==> src/rtl/ar_srl_fifo_lvl_if.sv <==
// ar_srl_fifo_lvl_if
// Handshake/status bundle for the SRL-based FIFO with level flags.
//   CLR      : synchronous flush request (active-high)
//   ENQ/D_IN : enqueue request and write data
//   DEQ      : dequeue request (consumes D_OUT)
//   D_OUT    : head word
//   FULL_N   : low when the FIFO holds CAP words
//   EMPTY_N  : high when D_OUT is valid
//   AFULL_N  : low when COUNT >= almost-full level
//   AEMPTY_N : low when COUNT <= almost-empty level
//   COUNT    : words held (shift register plus output register)
//   OVF/UNF  : sticky overflow / underflow indicators
// master = producer/consumer side, slave = FIFO side.
interface ar_srl_fifo_lvl_if #(
    parameter int WIDTH   = 32,
    parameter int L2DEPTH = 5
);
    logic               CLR;
    logic               ENQ;
    logic [WIDTH-1:0]   D_IN;
    logic               DEQ;
    logic [WIDTH-1:0]   D_OUT;
    logic               FULL_N;
    logic               EMPTY_N;
    logic               AFULL_N;
    logic               AEMPTY_N;
    logic [L2DEPTH:0]   COUNT;
    logic               OVF;
    logic               UNF;

    modport master (
        output CLR, ENQ, D_IN, DEQ,
        input  D_OUT, FULL_N, EMPTY_N, AFULL_N, AEMPTY_N, COUNT, OVF, UNF
    );

    modport slave (
        input  CLR, ENQ, D_IN, DEQ,
        output D_OUT, FULL_N, EMPTY_N, AFULL_N, AEMPTY_N, COUNT, OVF, UNF
    );
endinterface

==> src/rtl/ar_srl_fifo_lvl.sv <==
// ar_srl_fifo_lvl
// FIFO built from a shift register (SRL-inferable, no reset on the data
// array) followed by an output register that drives D_OUT directly.
// Capacity is 2**L2DEPTH + 1 words.
// Ports:
//   CLK   : clock, rising edge
//   RST_N : synchronous active-low reset
//   bus   : ar_srl_fifo_lvl_if slave modport (see interface header)
module ar_srl_fifo_lvl #(
    parameter int WIDTH      = 32,
    parameter int L2DEPTH    = 5,
    parameter int AFULL_LVL  = (2 ** L2DEPTH) - 3,
    parameter int AEMPTY_LVL = 2
) (
    input  logic               CLK,
    input  logic               RST_N,
    ar_srl_fifo_lvl_if.slave   bus
);
    localparam int DEPTH = 2 ** L2DEPTH;
    localparam int CW    = L2DEPTH + 1;
    localparam logic [CW-1:0] CAP_C    = CW'(DEPTH + 1);
    localparam logic [CW-1:0] AFULL_C  = CW'(AFULL_LVL);
    localparam logic [CW-1:0] AEMPTY_C = CW'(AEMPTY_LVL);

    logic [WIDTH-1:0]   mem_r [DEPTH];
    logic [WIDTH-1:0]   d_out_r;
    logic [CW-1:0]      rd_ptr_r;   // number of words in the shift register
    logic [CW-1:0]      cnt_r;
    logic               out_valid_r;
    logic               ovf_r;
    logic               unf_r;

    logic               full_n_s;
    logic               enq_acc_s;
    logic               deq_acc_s;
    logic               xfer_s;
    logic [L2DEPTH-1:0] rd_idx_s;
    logic [CW-1:0]      rd_ptr_nxt_s;
    logic [CW-1:0]      cnt_nxt_s;
    logic               out_valid_nxt_s;

    assign full_n_s  = (cnt_r != CAP_C);
    assign enq_acc_s = bus.ENQ & full_n_s;
    assign deq_acc_s = bus.DEQ & out_valid_r;

    // Transfer and next-state decode for pointer, count and head-valid.
    always_comb begin
        xfer_s          = 1'b0;
        rd_idx_s        = '0;
        rd_ptr_nxt_s    = rd_ptr_r;
        cnt_nxt_s       = cnt_r;
        out_valid_nxt_s = out_valid_r;

        // Oldest shift-register word sits just below the pointer.
        rd_idx_s = L2DEPTH'(rd_ptr_r - CW'(1));

        if ((rd_ptr_r != CW'(0)) && (!out_valid_r || deq_acc_s)) begin
            xfer_s = 1'b1;
        end else begin
            xfer_s = 1'b0;
        end

        if (enq_acc_s && !xfer_s) begin
            rd_ptr_nxt_s = rd_ptr_r + CW'(1);
        end else if (xfer_s && !enq_acc_s) begin
            rd_ptr_nxt_s = rd_ptr_r - CW'(1);
        end else begin
            rd_ptr_nxt_s = rd_ptr_r;
        end

        case ({enq_acc_s, deq_acc_s})
            2'b10:   cnt_nxt_s = cnt_r + CW'(1);
            2'b01:   cnt_nxt_s = cnt_r - CW'(1);
            default: cnt_nxt_s = cnt_r;
        endcase

        if (xfer_s) begin
            out_valid_nxt_s = 1'b1;
        end else if (deq_acc_s) begin
            out_valid_nxt_s = 1'b0;
        end else begin
            out_valid_nxt_s = out_valid_r;
        end
    end

    // Shift-register storage; deliberately unreset so it maps onto SRLs.
    always_ff @(posedge CLK) begin
        if (RST_N && !bus.CLR && enq_acc_s) begin
            for (int i = DEPTH - 1; i > 0; i--) begin
                mem_r[i] <= mem_r[i-1];
            end
            mem_r[0] <= bus.D_IN;
        end
    end

    // Output data register; contents are don't-care while out_valid_r is low.
    always_ff @(posedge CLK) begin
        if (RST_N && !bus.CLR && xfer_s) begin
            d_out_r <= mem_r[rd_idx_s];
        end
    end

    // Control state with synchronous reset and flush.
    always_ff @(posedge CLK) begin
        if (!RST_N || bus.CLR) begin
            rd_ptr_r    <= '0;
            cnt_r       <= '0;
            out_valid_r <= 1'b0;
            ovf_r       <= 1'b0;
            unf_r       <= 1'b0;
        end else begin
            rd_ptr_r    <= rd_ptr_nxt_s;
            cnt_r       <= cnt_nxt_s;
            out_valid_r <= out_valid_nxt_s;
            ovf_r       <= ovf_r | (bus.ENQ & ~full_n_s);
            unf_r       <= unf_r | (bus.DEQ & ~out_valid_r);
        end
    end

    assign bus.D_OUT    = d_out_r;
    assign bus.COUNT    = cnt_r;
    assign bus.FULL_N   = full_n_s;
    assign bus.EMPTY_N  = out_valid_r;
    assign bus.AFULL_N  = (cnt_r < AFULL_C);
    assign bus.AEMPTY_N = (cnt_r > AEMPTY_C);
    assign bus.OVF      = ovf_r;
    assign bus.UNF      = unf_r;
endmodule

==> src/flat_wrapper.sv <==
// flat-port wrapper written by rule: the top's interface ports become plain ports
module ar_srl_fifo_lvl_flat 
#(
    parameter int WIDTH      = 32,
    parameter int L2DEPTH    = 5,
    parameter int AFULL_LVL  = (2 ** L2DEPTH) - 3,
    parameter int AEMPTY_LVL = 2
)
  (CLK, RST_N, bus_CLR, bus_ENQ, bus_D_IN, bus_DEQ, bus_D_OUT, bus_FULL_N, bus_EMPTY_N, bus_AFULL_N, bus_AEMPTY_N, bus_COUNT, bus_OVF, bus_UNF);
  ar_srl_fifo_lvl_if #(.WIDTH(WIDTH), .L2DEPTH(L2DEPTH)) bus_i ();
  input  logic CLK;
  input  logic RST_N;
  input wire logic [$bits(bus_i.CLR)-1:0] bus_CLR;
  input wire logic [$bits(bus_i.ENQ)-1:0] bus_ENQ;
  input wire logic [$bits(bus_i.D_IN)-1:0] bus_D_IN;
  input wire logic [$bits(bus_i.DEQ)-1:0] bus_DEQ;
  output wire logic [$bits(bus_i.D_OUT)-1:0] bus_D_OUT;
  output wire logic [$bits(bus_i.FULL_N)-1:0] bus_FULL_N;
  output wire logic [$bits(bus_i.EMPTY_N)-1:0] bus_EMPTY_N;
  output wire logic [$bits(bus_i.AFULL_N)-1:0] bus_AFULL_N;
  output wire logic [$bits(bus_i.AEMPTY_N)-1:0] bus_AEMPTY_N;
  output wire logic [$bits(bus_i.COUNT)-1:0] bus_COUNT;
  output wire logic [$bits(bus_i.OVF)-1:0] bus_OVF;
  output wire logic [$bits(bus_i.UNF)-1:0] bus_UNF;
  assign bus_i.CLR = bus_CLR;
  assign bus_i.ENQ = bus_ENQ;
  assign bus_i.D_IN = bus_D_IN;
  assign bus_i.DEQ = bus_DEQ;
  assign bus_D_OUT = bus_i.D_OUT;
  assign bus_FULL_N = bus_i.FULL_N;
  assign bus_EMPTY_N = bus_i.EMPTY_N;
  assign bus_AFULL_N = bus_i.AFULL_N;
  assign bus_AEMPTY_N = bus_i.AEMPTY_N;
  assign bus_COUNT = bus_i.COUNT;
  assign bus_OVF = bus_i.OVF;
  assign bus_UNF = bus_i.UNF;
  ar_srl_fifo_lvl #(.WIDTH(WIDTH), .L2DEPTH(L2DEPTH), .AFULL_LVL(AFULL_LVL), .AEMPTY_LVL(AEMPTY_LVL)) u_core (.CLK(CLK), .RST_N(RST_N), .bus(bus_i));
endmodule
==> config.mk <==
export PLATFORM = sky130hd
export DESIGN_NAME = ar_srl_fifo_lvl_flat
export DESIGN_NICKNAME = d
export VERILOG_FILES = /design/src/rtl/ar_srl_fifo_lvl_if.sv /design/src/rtl/ar_srl_fifo_lvl.sv /design/src/flat_wrapper.sv
export SDC_FILE = /design/constraint.sdc
export NUM_CORES = 1
export LEC_CHECK = 0
export ABC_AREA = 1
export CORE_MARGIN = 4
export CORE_UTILIZATION = 35
export CTS_CLUSTER_DIAMETER = 60
export DETAILED_ROUTE_END_ITERATION = 16
export HOLD_SLACK_MARGIN = 0.1
export PLACE_DENSITY = 0.52
export SETUP_SLACK_MARGIN = 0.1
export SLEW_MARGIN = 15
export SYNTH_ARGS = -nofsm -noshare
export SYNTH_HDL_FRONTEND = slang
export SYNTH_SLANG_ARGS = --single-unit
==> constraint.sdc <==
create_clock -name CLK -period 65.4 [get_ports CLK]
set_input_delay 13.08 -clock CLK [delete_from_list [all_inputs] [get_ports CLK]]
set_output_delay 13.08 -clock CLK [all_outputs]
set_load 0.01 [all_outputs]
==> results of run 1 <==
[critical path, cell delays in order]
cell and delay [ps]:
clkdlybuf4s50_1 450, inv_1 30, nor2_1 350, inv_1 360, nor2_4 170, buf_4 730
buf_4 840, buf_4 960, buf_4 920, buf_12 850, buf_4 880
[kinds of logic after synthesis]
logic type,Yosys count,synth area share (%)
compound gates,128,1.53
xor+xnor,6,0.157
fa+ha+maj,7,0.204
buf+inv,260,3.14
flops,1071,74.4
simple gates,2091,20.5
[metal layers]
layer	vias to the layer above	GRT usage, %	part of all wire [%]
met5	-	0	0
met4	0	4.07	2.2
met3	128	2.18	4.9
met2	576	21.4	43
met1	12600	22.0	50
li1	12600	-	-
[area by class of cell]
| type | count | area, µm² | share of cell area, % |
|---|---|---|---|
| timing repair buffer | 112 | 1130 | 2.32 |
| multi-input combinational | 2232 | 9700 | 20.0 |
| inverter | 38 | 160 | 0.329 |
| clock inverter | 65 | 557 | 1.15 |
| tap | 1625 | 2030 | 4.18 |
| clock buffer | 149 | 3030 | 6.23 |
| sequential | 1071 | 32000 | 65.8 |
[flip-flops by register name, indices dropped and copies added, names as in the netlist]
name and cells:
u_core.mem_r 1024, u_core.bus.D_OUT 32, u_core.bus.COUNT 6, u_core.rd_ptr_r 6, u_core.bus.EMPTY_N 1, u_core.bus.OVF 1, u_core.bus.UNF 1
[through the flow]
stage	power, W	cell area [µm²]	hold slack (ps)
detailed placement	0.00175	45000	432
global route	0.00250	48600	439
floorplan	0.00145	43000	427
CTS	0.00238	48600	426
finish	0.00234	48600	431
global placement	0.00175	45000	427
[placed cells by master, fill, tap and decap left out, types with 6 or more instances in the layout]
cell type        Yosys  layout
buf_4               32      25
clkbuf_16            0     116
o21ai_1             32      32
clkinv_1             0      32
clkbuf_1            34      33
a21oi_1             80      80
edfxtp_1          1056    1056
clkdlybuf4s50_1      0      80
clkinv_2             0      15
nand3_1            776     776
nand2_1           1291    1290
bufinv_16            0       7
o21ai_0             10      10
ha_1                 7       6
nor2_1              20      18
buf_12               0       7
dfxtp_1             15      14
inv_1               34      32
[worst max-delay path by stage]
stage	start	cells past startpoint	end	slack (ps)
2_1_floorplan	RST_N	5	u_core.mem_r[0][0]	6970
3_3_place_gp	RST_N	11	u_core.mem_r[31][3]	44940
3_5_place_dp	RST_N	11	u_core.mem_r[25][11]	44830
4_1_cts	RST_N	11	u_core.mem_r[30][7]	45570
5_1_grt	RST_N	11	u_core.mem_r[21][9]	45090
6_report	RST_N	11	u_core.mem_r[19][11]	45710
[power groups by stage]
| stage | combinational, W | sequential, W | clock, W |
|---|---|---|---|
| 5_1_grt | 0.00101 | 0.000824 | 0.000671 |
| 3_5_place_dp | 0.000916 | 0.000835 | 0 |
| 2_1_floorplan | 0.000582 | 0.000867 | 0 |
| 6_report | 0.000901 | 0.000820 | 0.000623 |
| 4_1_cts | 0.000920 | 0.000821 | 0.000643 |
| 3_3_place_gp | 0.000919 | 0.000834 | 0 |
==> impl_metrics.json, run 1 <==
{
  "status": "finished clean",
  "min_to": "u_core.mem_r[27][15]",
  "portBuffers": 80,
  "synth_fp_nets": 3607,
  "clkPwrFrac_pct": 26.6,
  "netSwitchingFraction_pct": 40.7,
  "insertion_delay_ps": 700,
  "holdCritStartpoint": "u_core.mem_r[26][15]",
  "post-dp-hpwl_um": 46300,
  "cap_violations": 0,
  "initialDrtViolationCount": 2663,
  "r2r_start": "u_core.bus.COUNT[2]",
  "ys_top_cells_by_area": "edfxtp_1 (74%), nand2_1 (11%), nand3_1 (9.0%)",
  "detail_route.wl_per_cell_um": 17.8,
  "worst-path-max-fanout": 201,
  "clk_pin_slew_ps": 60,
  "first_global_vias": 25200,
  "period_share_pct": 30.1,
  "combPwrFrac_pct": 38.4,
  "tightest_slew_ps": 1140,
  "dieHeight_um": 359,
  "synth_ff_type": "edfxtp_1",
  "postCtsSetupRepairBufs": 0,
  "worstRegToRegCells": 12,
  "ys_async_sr_fraction_pct": 0,
  "placement_rows": 128,
  "r2r_end": "u_core.mem_r[19][11]",
  "timing.slew.headroom_pct": 24.0,
  "final_core_util_pct": 39.9,
  "r2r_slack_ps": 58420,
  "drc": 0,
  "fin_skew_ps": 35.6,
  "rsz0062_at_grt": "no",
  "initial_core_util_pct": 35.3,
  "drtAntennaViolNets": 0,
  "hold_path_class": "flip-flop to flip-flop",
  "fillers": 11500,
  "cp.required_ps": 65710,
  "max_freq_mhz": 50.8,
  "cts_buffers": 115,
  "synth_edf_count": 1056,
  "setup_ws_ps": 45710,
  "h-tree-depth": 3,
  "p_seq_share_pct": 35.0,
  "clock-sinks": 1071,
  "syn_area_mm2": 0.0430,
  "synth_seq_cells": 1071,
  "pre_cts_slack_ps": 44830,
  "layout.nets": 3614,
  "fp.dieW_um": 359,
  "critPathKind": "input port to flip-flop",
  "cp.arrival_ps": 19990,
  "io_pins": 81,
  "setup_violations": 0,
  "synth_top_area_cell": "edfxtp_1",
  "finalCriticalPeriod_ps": 19690,
  "grt_usage_pct": 14.4,
  "synth_commonest_cells": "nand2_1 (1291), edfxtp_1 (1056), nand3_1 (776)",
  "syn_avg_cell_area_um2": 12.1,
  "start_kind": "input port",
  "overflow": 0,
  "grt_pass1_wl_um": 148000,
  "antenna_found_initial": 2,
  "slew_viol_final": 0,
  "place_congestion": 0.722,
  "firstDrtPassIters": 5,
  "syn_to_final_growth_pct": 13.1,
  "n_antenna_cell": 0,
  "p_leak_nw": 17.2,
  "fin_cells": 5292,
  "synth_top_area_share_pct": 73.7,
  "hold_depth": 0,
  "cts_tree": "done",
  "seq_area_frac_synth_pct": 74.4,
  "cts.root.buffer_cell": "clkbuf_16",
  "hold_buffers": 0,
  "yosysWarnings": 0,
  "power_density_mw_per_mm2": 48.2,
  "p_sw_w": 0.000953,
  "fin_tns_setup_ps": 0,
  "synth_most_common_cell": "nand2_1",
  "end_kind": "flip-flop",
  "dieArea_mm2": 0.129,
  "vias": 25900,
  "wl_um": 94200,
  "grt_max_degree": 202,
  "core_mm2": 0.122,
  "finalHoldViolations": 0,
  "drive_gt1_share_pct": 5.29,
  "cell_internal_pwr_w": 0.00139,
  "dp_cells": 5078,
  "cts_resized": 0,
  "vdd_drop_max_mv": 0.0513,
  "synth.distinct_cells": 28,
  "synthCells": 3563,
  "avgViaCountPerCell": 4.89,
  "clockBufferDepth": 3
}
Note: power is estimated with default switching activity, not from simulation.
==> run 2, diff against run 1 <==
--- a/config.mk
+++ b/config.mk
@@ -11,7 +11,7 @@
 export CTS_CLUSTER_DIAMETER = 60
 export DETAILED_ROUTE_END_ITERATION = 16
 export HOLD_SLACK_MARGIN = 0.1
-export PLACE_DENSITY = 0.52
+export PLACE_DENSITY = 0.54
 export SETUP_SLACK_MARGIN = 0.1
 export SLEW_MARGIN = 15
 export SYNTH_ARGS = -nofsm -noshare
==> constraint.sdc (replaced) <==
create_clock -name CLK -period 17.99 [get_ports CLK]
set_input_delay 3.598 -clock CLK [delete_from_list [all_inputs] [get_ports CLK]]
set_output_delay 3.598 -clock CLK [all_outputs]
set_load 0.01 [all_outputs]
==> run 2 against run 1 <==
- via count shrank 0.27%
- sequential power increased to 3.6 times the previous value
- cell count decreased by 0.13%
- clock skew fell by 12 ps
- setup slack worse by 35000 ps
- sequential share of layout area up 0.12 points
- design area shrank 0.19%
- combinational power rose to 3.5 times the previous value
- sequential cell count unchanged
- hold slack got worse by 6.6 ps
- routed wire length down 2.1%
==> impl_metrics.json, run 2 (synthesized netlist as in run 1, its figures left out) <==
{
  "status": "finished clean",
  "firstDrtPassIters": 6,
  "cp.arrival_ps": 7810,
  "total_power_w": 0.00839,
  "placement_rows": 128,
  "end_kind": "flip-flop",
  "clk_pin_slew_ps": 60,
  "met1_length_um": 45200,
  "dieArea_mm2": 0.129,
  "clockBufferDepth": 3,
  "layout.nets": 3615,
  "hold_path_class": "flip-flop to flip-flop",
  "drtAntennaViolNets": 0,
  "critPathBufInv": 7,
  "max_freq_mhz": 133,
  "postCtsSetupRepairBufs": 0,
  "fin_skew_ps": 23.2,
  "initial_core_util_pct": 35.3,
  "tightest_slew_ps": 1130,
  "dieHeight_um": 359,
  "wl_um": 92200,
  "dr_wl_met2_um": 40700,
  "worst-path-max-fanout": 207,
  "post-dp-hpwl_um": 45000,
  "drive_gt1_share_pct": 5.38,
  "setup_ws_ps": 10470,
  "p_leak_nw": 17.1,
  "insertion_delay_ps": 680,
  "avgViaCountPerCell": 4.88,
  "critPathKind": "input port to flip-flop",
  "place_congestion": 0.704,
  "rsz0062_at_grt": "no",
  "cts_resized": 0,
  "timing.slew.headroom_pct": 24.9,
  "n_antenna_cell": 0,
  "vias": 25800,
  "setup_violations": 0,
  "grt_usage_pct": 14.1,
  "start_kind": "input port",
  "vdd_drop_max_mv": 0.181,
  "finalCriticalPeriod_ps": 7520,
  "slowest_delay_ps": 860,
  "top_layer": "met4",
  "finalHoldViolations": 0,
  "crit_chain": "clkdlybuf4s50_1, inv_8, nor2_4, inv_2, nor2_4, buf_4, buf_4, buf_12, buf_12",
  "final_cell_mix": "nand2_1 (1290), edfxtp_1 (1056), nand3_1 (776)",
  "cts.root.buffer_cell": "clkbuf_16",
  "power_density_mw_per_mm2": 173,
  "overflow": 0,
  "clock-sinks": 1071,
  "period_share_pct": 41.8,
  "syn_to_final_growth_pct": 12.9,
  "grt_pass1_wl_um": 146000,
  "core_mm2": 0.122,
  "cts_buffers": 112,
  "drc": 0,
  "io_pins": 81,
  "largest_reg_flops": 1024,
  "detail_route.wl_per_cell_um": 17.4,
  "final_common_cell": "nand2_1",
  "grt_max_degree": 208,
  "portBuffers": 80,
  "cp.required_ps": 18280,
  "h-tree-depth": 3,
  "slew_viol_final": 0,
  "cpLargestDelayFamily": "buffers and inverters",
  "wl_met3_um": 4780,
  "cts_tree": "done",
  "hold_buffers": 0,
  "pre_cts_slack_ps": 9270,
  "first_global_vias": 25000,
  "cap_violations": 0,
  "initialDrtViolationCount": 2603,
  "antenna_found_initial": 0,
  "dp_cells": 5081,
  "regMostFlops": "u_core.mem_r",
  "fin_cells": 5285,
  "fp.dieW_um": 359,
  "fin_tns_setup_ps": 0,
  "crit_slowest_cell": "buf_12"
}
run 2: cell types whose count changed in the layout (fill, tap and decap cells not counted), moves of 2 or more:
cell        change
buf_12          -3
buf_4           +6
clkbuf_1        -9
clkbuf_16       -2
clkinvlp_4      +2
run 2: final cells by class:
cell class                      instances  area (µm²)
Timing Repair Buffer                  116        1140
Fill cell                           11500       73300
Tap cell                             1625        2030
Multi-Input combinational cell       2232        9710
Sequential cell                      1071       32000
Clock inverter                         65         523
Inverter                               38         168
Clock buffer                          138        2940
run 2: per-stage QoR:
| step | cell area, µm² | hold WS (ps) | utilization [%] |
|---|---|---|---|
| after floorplan | 43000 | 427 | - |
| after global placement | 45000 | 427 | 37.0 |
| after detailed placement | 45000 | 432 | 37.0 |
| after CTS | 48500 | 434 | 39.8 |
| after global routing | 48500 | 448 | 39.8 |
| final | 48500 | 424 | 39.8 |
run 2: where the power goes:
part | leakage (nW) | total [W] | internal [W] | switching [W]
Sequential | 9.82 | 0.00299 | 0.00291 | 0.0000742
Combinational | 5.63 | 0.00319 | 0.000854 | 0.00234
Clock | 1.69 | 0.00221 | 0.00126 | 0.000954
run 2: path summary, 6_finish.rpt:
path | slack [ps] | cells past startpoint | to | startpoint
worst max register to register | 12530 | 13 | u_core.bus.D_OUT[13] | u_core.rd_ptr_r[0]
worst max-delay path | 10470 | 9 | u_core.mem_r[9][8] | RST_N
worst min register to register | 420 | 0 | u_core.mem_r[26][14] | u_core.mem_r[25][14]
worst min-delay path | 420 | 0 | u_core.mem_r[26][14] | u_core.mem_r[25][14]
run 2: routing by layer:
| metal | vias to the layer above | GRT usage (%) |
|---|---|---|
| met1 | 12500 | 21.4 |
| met2 | 653 | 21.2 |
| met3 | 109 | 2.14 |
| li1 | 12600 | - |
| met5 | - | 0 |
| met4 | 0 | 3.52 |
